## config.mk

```make
export PLATFORM = sky130hd
export DESIGN_NAME = datapath
export DESIGN_NICKNAME = d
export VERILOG_FILES = /design/src/rtl/datapath.sv
export SDC_FILE = /design/constraint.sdc
export NUM_CORES = 1
export LEC_CHECK = 0
export CORE_ASPECT_RATIO = 2
export CORE_MARGIN = 8
export CORE_UTILIZATION = 60
export CTS_CLUSTER_DIAMETER = 50
export CTS_CLUSTER_SIZE = 24
export DETAILED_ROUTE_END_ITERATION = 8
export GPL_ROUTABILITY_DRIVEN = 0
export PLACE_DENSITY = 0.8
export SYNTH_ARGS = -nofsm -noshare
export SYNTH_HDL_FRONTEND = slang
export SYNTH_SLANG_ARGS = --single-unit
```

## constraint.sdc

```tcl
create_clock -name clk -period 5.3 [get_ports clk]
set_clock_uncertainty 0.15 [all_clocks]
set_input_delay 1.59 -clock clk [delete_from_list [all_inputs] [get_ports clk]]
set_output_delay 1.59 -clock clk [all_outputs]
set_load 0.02 [all_outputs]
```

## src/rtl/datapath.sv

```systemverilog
// ---------------------------------------------------------------------------
// datapath -- 16-bit execute datapath for the simple RISC CPU.
//
// An 8x16 register file feeds operand registers A and B. B passes through a
// one-bit shifter. The operand muxes then feed a 4-function ALU, and the
// result is captured in register C and the zero-status flag Z. Every enable
// is driven cycle by cycle by the controller FSM in this order:
// fetch-A, fetch-B, execute, write-back.
//
// Optional build macro:
//   STATUS_NV_EN  adds the N_out/V_out status flags (negative, signed overflow)
//
// Ports:
//   clk, rst_n     rising-edge clock, asynchronous active-low reset
//   readnum        register-file read address (combinational read)
//   writenum,write register-file write address / enable
//   vsel           write-back source: 1 = datapath_in, 0 = datapath_out
//   loada, loadb   capture read data into A / B
//   shift          B shifter: 00 pass, 01 <<1, 10 logical >>1, 11 arith >>1
//   asel           1 = ALU A operand forced to zero
//   bsel           1 = ALU B operand is zero-extended datapath_in[IMM_W-1:0]
//   ALUop          00 add, 01 sub, 10 and, 11 not-B
//   loadc, loads   capture ALU result into C / zero flag into Z
//   datapath_in    immediate / external write data
//   Z_out          zero status register
//   datapath_out   contents of register C
//   N_out, V_out   negative / signed-overflow status (STATUS_NV_EN only)
// ---------------------------------------------------------------------------

// Register file: eight named registers R0..R7, combinational read,
// synchronous write. A read and a write to the same register in one cycle
// return the old value, because the new value only lands on the edge.
module datapath_regfile #(
  parameter int WIDTH = 16
) (
  input  logic             clk,
  input  logic             rst_n,
  input  logic [2:0]       readnum,
  input  logic [2:0]       writenum,
  input  logic             write,
  input  logic [WIDTH-1:0] data_in,
  output logic [WIDTH-1:0] read_data
);

  logic [WIDTH-1:0] R0, R1, R2, R3, R4, R5, R6, R7;

  always_ff @(posedge clk or negedge rst_n) begin
    if (!rst_n) begin
      R0 <= '0;
      R1 <= '0;
      R2 <= '0;
      R3 <= '0;
      R4 <= '0;
      R5 <= '0;
      R6 <= '0;
      R7 <= '0;
    end else if (write) begin
      case (writenum)
        3'd0: R0 <= data_in;
        3'd1: R1 <= data_in;
        3'd2: R2 <= data_in;
        3'd3: R3 <= data_in;
        3'd4: R4 <= data_in;
        3'd5: R5 <= data_in;
        3'd6: R6 <= data_in;
        default: R7 <= data_in;
      endcase
    end
  end

  always_comb begin
    read_data = R0;
    case (readnum)
      3'd0: read_data = R0;
      3'd1: read_data = R1;
      3'd2: read_data = R2;
      3'd3: read_data = R3;
      3'd4: read_data = R4;
      3'd5: read_data = R5;
      3'd6: read_data = R6;
      default: read_data = R7;
    endcase
  end

endmodule

module datapath #(
  parameter int WIDTH = 16,
  parameter int IMM_W = 5
) (
  input  logic             clk,
  input  logic             rst_n,
  input  logic [2:0]       readnum,
  input  logic             vsel,
  input  logic             loada,
  input  logic             loadb,
  input  logic [1:0]       shift,
  input  logic             asel,
  input  logic             bsel,
  input  logic [1:0]       ALUop,
  input  logic             loadc,
  input  logic             loads,
  input  logic [2:0]       writenum,
  input  logic             write,
  input  logic [WIDTH-1:0] datapath_in,
  output logic             Z_out,
  output logic [WIDTH-1:0] datapath_out
`ifdef STATUS_NV_EN
  ,
  output logic             N_out,
  output logic             V_out
`endif
);

  logic [WIDTH-1:0]        read_data;
  logic [WIDTH-1:0]        wb_data;
  logic signed [WIDTH-1:0] a_p0, b_p0;
  logic signed [WIDTH-1:0] sout, ain, bin, alu_res;
  logic signed [WIDTH-1:0] c_p1;
  logic                    z_p1;

  // Signed overflow for add/sub: the operand signs predict the result sign,
  // and a mismatch means the true result did not fit. Logic ops never
  // overflow.
  function automatic logic ovf_flag(input logic [1:0] op,
                                    input logic signed [WIDTH-1:0] a,
                                    input logic signed [WIDTH-1:0] b,
                                    input logic signed [WIDTH-1:0] r);
    logic sa, sb, sr;
    sa = a[WIDTH-1];
    sb = b[WIDTH-1];
    sr = r[WIDTH-1];
    case (op)
      2'b00:   ovf_flag = (sa == sb) && (sr != sa);
      2'b01:   ovf_flag = (sa != sb) && (sr != sa);
      default: ovf_flag = 1'b0;
    endcase
  endfunction

  assign wb_data = vsel ? datapath_in : datapath_out;

  datapath_regfile #(.WIDTH(WIDTH)) REGFILE (
    .clk       (clk),
    .rst_n     (rst_n),
    .readnum   (readnum),
    .writenum  (writenum),
    .write     (write),
    .data_in   (wb_data),
    .read_data (read_data)
  );

  // ---- stage p0: operand fetch into A and B ----
  always_ff @(posedge clk or negedge rst_n) begin
    if (!rst_n) begin
      a_p0 <= '0;
      b_p0 <= '0;
    end else begin
      if (loada) a_p0 <= read_data;
      if (loadb) b_p0 <= read_data;
    end
  end

  always_comb begin
    sout = b_p0;
    case (shift)
      2'b00: sout = b_p0;
      2'b01: sout = {b_p0[WIDTH-2:0], 1'b0};
      2'b10: sout = {1'b0, b_p0[WIDTH-1:1]};
      2'b11: sout = {b_p0[WIDTH-1], b_p0[WIDTH-1:1]};
    endcase
  end

  assign ain = asel ? '0 : a_p0;
  assign bin = bsel ? {{(WIDTH-IMM_W){1'b0}}, datapath_in[IMM_W-1:0]} : sout;

  always_comb begin
    alu_res = '0;
    case (ALUop)
      2'b00: alu_res = ain + bin;
      2'b01: alu_res = ain - bin;
      2'b10: alu_res = ain & bin;
      2'b11: alu_res = ~bin;
    endcase
  end

  // ---- stage p1: result register C and status flags ----
  always_ff @(posedge clk or negedge rst_n) begin
    if (!rst_n) begin
      c_p1 <= '0;
      z_p1 <= 1'b0;
    end else begin
      if (loadc) c_p1 <= alu_res;
      if (loads) z_p1 <= (alu_res == '0);
    end
  end

  assign datapath_out = c_p1;
  assign Z_out        = z_p1;

`ifdef STATUS_NV_EN
  logic n_p1, v_p1;

  always_ff @(posedge clk or negedge rst_n) begin
    if (!rst_n) begin
      n_p1 <= 1'b0;
      v_p1 <= 1'b0;
    end else if (loads) begin
      n_p1 <= alu_res[WIDTH-1];
      v_p1 <= ovf_flag(ALUop, ain, bin, alu_res);
    end
  end

  assign N_out = n_p1;
  assign V_out = v_p1;
`else
  // Without the optional flags the overflow helper has no consumer; fold it
  // into a dummy signal so the function stays compiled in both builds.
  logic ovf_unused;
  assign ovf_unused = ovf_flag(ALUop, ain, bin, alu_res);
`endif

endmodule

```

==> reports/qor.csv <==
stage,metric,value,unit
floorplanning,ios,53,
floorplanning,rows,65,
cts,htree_levels,4,
placed_design,placed_cell_area,0.01106,mm²
synth,synth_warnings,0,
setup_path,crit_required,5.50,ns
cts,cts_tree,done,
cells_and_area,fillCellCount,1096,
floorplanning,coreArea,0.01578,mm²
grt,grt_overflow,0,
synth,synth_fa_ha_area_frac,0.02418,
placed_design,place_inst,1325,
synth,seq_area_frac_synth,0.4602,
cells_and_area,finalCoreUtilization,0.7505,
floorplanning,initial_core_util,0.6100,
placed_design,port_buffers,52,
route,drt_iter0_drc,569,
cells_and_area,multi_input_area,0.005049,mm²
cells_and_area,final_cell_area,0.01184,mm²
timing,period_minus_slack,5.261,ns
timing,hold_slack,0.3265,ns
cts,cts.clk_slew.worst_paths,0.07,ns
synth,synthSimpleGateAreaFrac,0.1595,
setup_path,critical_path_class,input pin to register,
route,avgViaCountPerCell,6.250,
floorplanning,die_y,195.1,µm
setup_path,cp-end-kind,register,
outcome,run_status,completed,
cts,clockBufferDepth,2,
placed_design,dp_hpwl,19.90,mm
timing,tightest_slew,1.169,ns
power_and_ir_drop,pwr-share-comb,0.339,
setup_path,cp_slowest_cell,or4_4,
cells_and_area,final_layout_size_suffix_gt1_frac,0.2065,
timing,maxSlewViolCount,0,
synth,synth-edff-count,0,
timing,slew_headroom,0.2180,
synth,synth_compound_area_frac,0.1847,
power_and_ir_drop,ir_drop,371.0,µV
floorplanning,die_x,105.6,µm
setup_path,cp_cell_sequence,buf_2 -> buf_6 -> mux2_4 -> o211a_1 -> or4_4 -> o31ai_4 -> xor2_1 -> ha_1 -> and3_4 -> and2_4 -> o31a_1 -> buf_4 -> o2111a_1 -> a21oi_2 -> nand2_1 -> or4_1 -> o32ai_2,
timing,hold_viol,0,
route,drc,0,
cts,cts_sinks,177,
cts,clk_latency,0.44,ns
synth,synth.avg_cell_area,9.399,µm²
synth,netlist_instances,1024,
route,dr.pass1.iters,5,
flow_run,drv_cap,0,
floorplanning,dieArea,0.02059,mm²
timing,period_share,0.9927,
route,vias,8550,
synth,syn_area,0.009624,mm²
synth,synth_mux_area_frac,0.1195,
timing,fmax,0.1901,GHz
grt,grt_pass1_vias,9080,
cells_and_area,seq_area,0.004429,mm²
power_and_ir_drop,power_density,407.3,mW/mm²
cts,cts_made_buffers,17,
cts,cts_root_buffer,clkbuf_16,
setup_path,cp.arrival,5.47,ns
power_and_ir_drop,seq_power_share,0.401,
route,routedWlPerCell,21.06,µm
grt,antenna_found_initial,0,
power_and_ir_drop,clkPwrFrac,0.260,
route,drt_wl_total,28.81,mm
cells_and_area,fin_cells,1368,
grt,grt_pass1_wl,45.99,mm
grt,grt_max_degree,108,
power_and_ir_drop,swShare,0.3425,
setup_path,cpPeakStageDelay,0.57,ns
cells_and_area,fin_nets,1208,
synth,async_reset_ff_frac,1.000,
cells_and_area,syn_to_final_growth,23.04,%
timing,finalSetupViolCount,0,
synth,syn_nets,1078,
cells_and_area,diodes,0,
power_and_ir_drop,leakage,5.219,nW
grt,track_usage,0.2848,
setup_path,cp_max_fo,6,
synth,synth_cell_types,64,
power_and_ir_drop,switchingPower,1.652,mW
synth,synth_top_flop_cell,dfrtp_1,
route,drtAntennaViolNets,0,
hold_path,min-delay-path-class,register to register,
synth,synth_xor_area_frac,0.01729,
setup_path,crit_path_start_kind,input pin,
synth,ys_ff_latch,177,
power_and_ir_drop,power.internal,3.171,mW
synth,synth_top_family_by_area,compound AO/OA/AOI/OAI gates,
synth_stat cells, types with 4 or more instances:
| cell | number | area share |
|---|---|---|
| nand4_1 | 4 | 0.0026 |
| a21oi_1 | 121 | 0.063 |
| xnor2_1 | 12 | 0.011 |
| dfrtp_1 | 177 | 0.46 |
| nor3_1 | 7 | 0.0036 |
| a21o_1 | 7 | 0.0055 |
| buf_1 | 6 | 0.0023 |
| a31oi_1 | 5 | 0.0033 |
| and3_1 | 8 | 0.0052 |
| a211oi_1 | 14 | 0.011 |
| ha_1 | 17 | 0.022 |
| o21ai_0 | 99 | 0.051 |
| mux2i_1 | 47 | 0.049 |
| nand2_1 | 110 | 0.043 |
| o21a_1 | 5 | 0.0039 |
| nor4_1 | 5 | 0.0033 |
| clkbuf_1 | 53 | 0.021 |
| a22oi_1 | 4 | 0.0031 |
| nor2_1 | 124 | 0.048 |
| o211ai_1 | 7 | 0.0055 |
| nor2b_1 | 30 | 0.020 |
| nand3_1 | 10 | 0.0052 |
| inv_1 | 18 | 0.0070 |
| nor3b_1 | 7 | 0.0055 |
| and2_1 | 4 | 0.0026 |
| mux2_2 | 23 | 0.027 |
| xor2_1 | 7 | 0.0064 |
| nand2b_1 | 13 | 0.0085 |
| mux4_2 | 18 | 0.042 |
sequential cells by signal, summed over array words and instances (netlist names):
name,flops
datapath_out,16
REGFILE.R7,16
REGFILE.R2,16
b_p0,16
REGFILE.R4,16
Z_out,1
REGFILE.R0,16
REGFILE.R6,16
REGFILE.R3,16
REGFILE.R1,16
REGFILE.R5,16
a_p0,16
final timing paths:
path | cells past startpoint | slack (ns) | end | startpoint
max in group asynchronous | 2 | 2.93 | REGFILE.R4[7] | rst_n
min in group asynchronous | 1 | 1.12 | REGFILE.R5[5] | rst_n
setup / recovery | 17 | 0.04 | Z_out | shift[0]
setup reg to reg | 15 | 1.00 | Z_out | b_p0[4]
hold / removal | 2 | 0.33 | REGFILE.R7[2] | REGFILE.R7[2]
hold reg to reg | 2 | 0.33 | REGFILE.R7[2] | REGFILE.R7[2]
power by group through the flow:
stage	logic (mW)	registers, mW	clock network [mW]
4_1_cts	1.58	1.93	1.27
3_3_place_gp	1.48	1.92	0
3_5_place_dp	1.53	1.95	0
5_1_grt	1.78	1.97	1.32
2_1_floorplan	0.905	1.92	0
6_report	1.63	1.94	1.25
metal layers:
metal	vias up	part of all wire	global-route usage
met3	145	0.043	0.04584
met4	0	0.069	0.2115
li1	3893	-	-
met1	4186	0.35	0.2803
met2	326	0.54	0.5184
met5	-	0	0
area by class of cell:
type | instances | share of cell area
flip-flops and latches | 177 | 0.3740
well taps | 201 | 0.02124
inverters | 19 | 0.006023
clock buffers | 17 | 0.03593
clock inverters | 15 | 0.01352
repair buffers | 175 | 0.1229
multi-input cells | 764 | 0.4264
layout by cell type (no fill, tap or decap), types with 4 or more instances in the layout:
cell	Yosys	layout
inv_1	18	18
o21ai_1	0	5
clkbuf_16	0	17
buf_4	1	118
a22oi_1	4	4
xnor2_1	12	12
dfrtp_1	177	177
a31oi_1	5	5
nor2_1	124	124
mux2_2	23	22
nand2_1	110	110
nand3_1	10	10
and3_1	8	6
nand2b_1	13	12
mux4_2	18	18
o21ai_0	99	93
nand4_1	4	4
a21oi_1	121	114
mux2i_1	47	47
a21oi_2	0	7
o211ai_1	7	7
nor4_1	5	4
nor3b_1	7	5
buf_2	2	4
a21o_1	7	7
nor2b_1	30	28
nor3_2	0	4
a211oi_1	14	13
buf_6	2	4
o21a_1	5	5
ha_1	17	17
clkdlybuf4s50_1	0	46
clkinvlp_4	0	5
xor2_1	7	7
inv_6	0	4
critical path, delay by kind of cell:
kind            cells  cell delay, ns
simple gates        5            1.48
compound gates      6            1.19
buf+inv             3            0.38
fa+ha+maj           1            0.31
mux                 1            0.30
xor+xnor            1            0.21
kinds of logic after synthesis:
group,after synthesis
muxes,89
xor gates and xnor gates,19
buffers and inverters,83
and+or+nand+nor,336
adders and majority gates,18
DFF,177
AOI/OAI and AO/OA,302
timing repair:
action	in CTS	in global routing
pin swaps	14	21
setup endpoints to repair	7	3
gates resized for setup	19	25
hold buffers	0	0
setup buffers	6	5
metrics by stage:
stage | TNS [ns] | worst slack, ns | power (mW)
6_report | 0 | 0.03886 | 4.823
5_1_grt | -0.2343 | -0.1499 | 5.076
4_1_cts | 0 | 0.01052 | 4.770
3_5_place_dp | -4.580 | -0.7945 | 3.474
3_3_place_gp | -3.761 | -0.6926 | 3.400
2_1_floorplan | 0 | 0.01213 | 2.820
No activity file was read; power rests on OpenSTA's default activity.
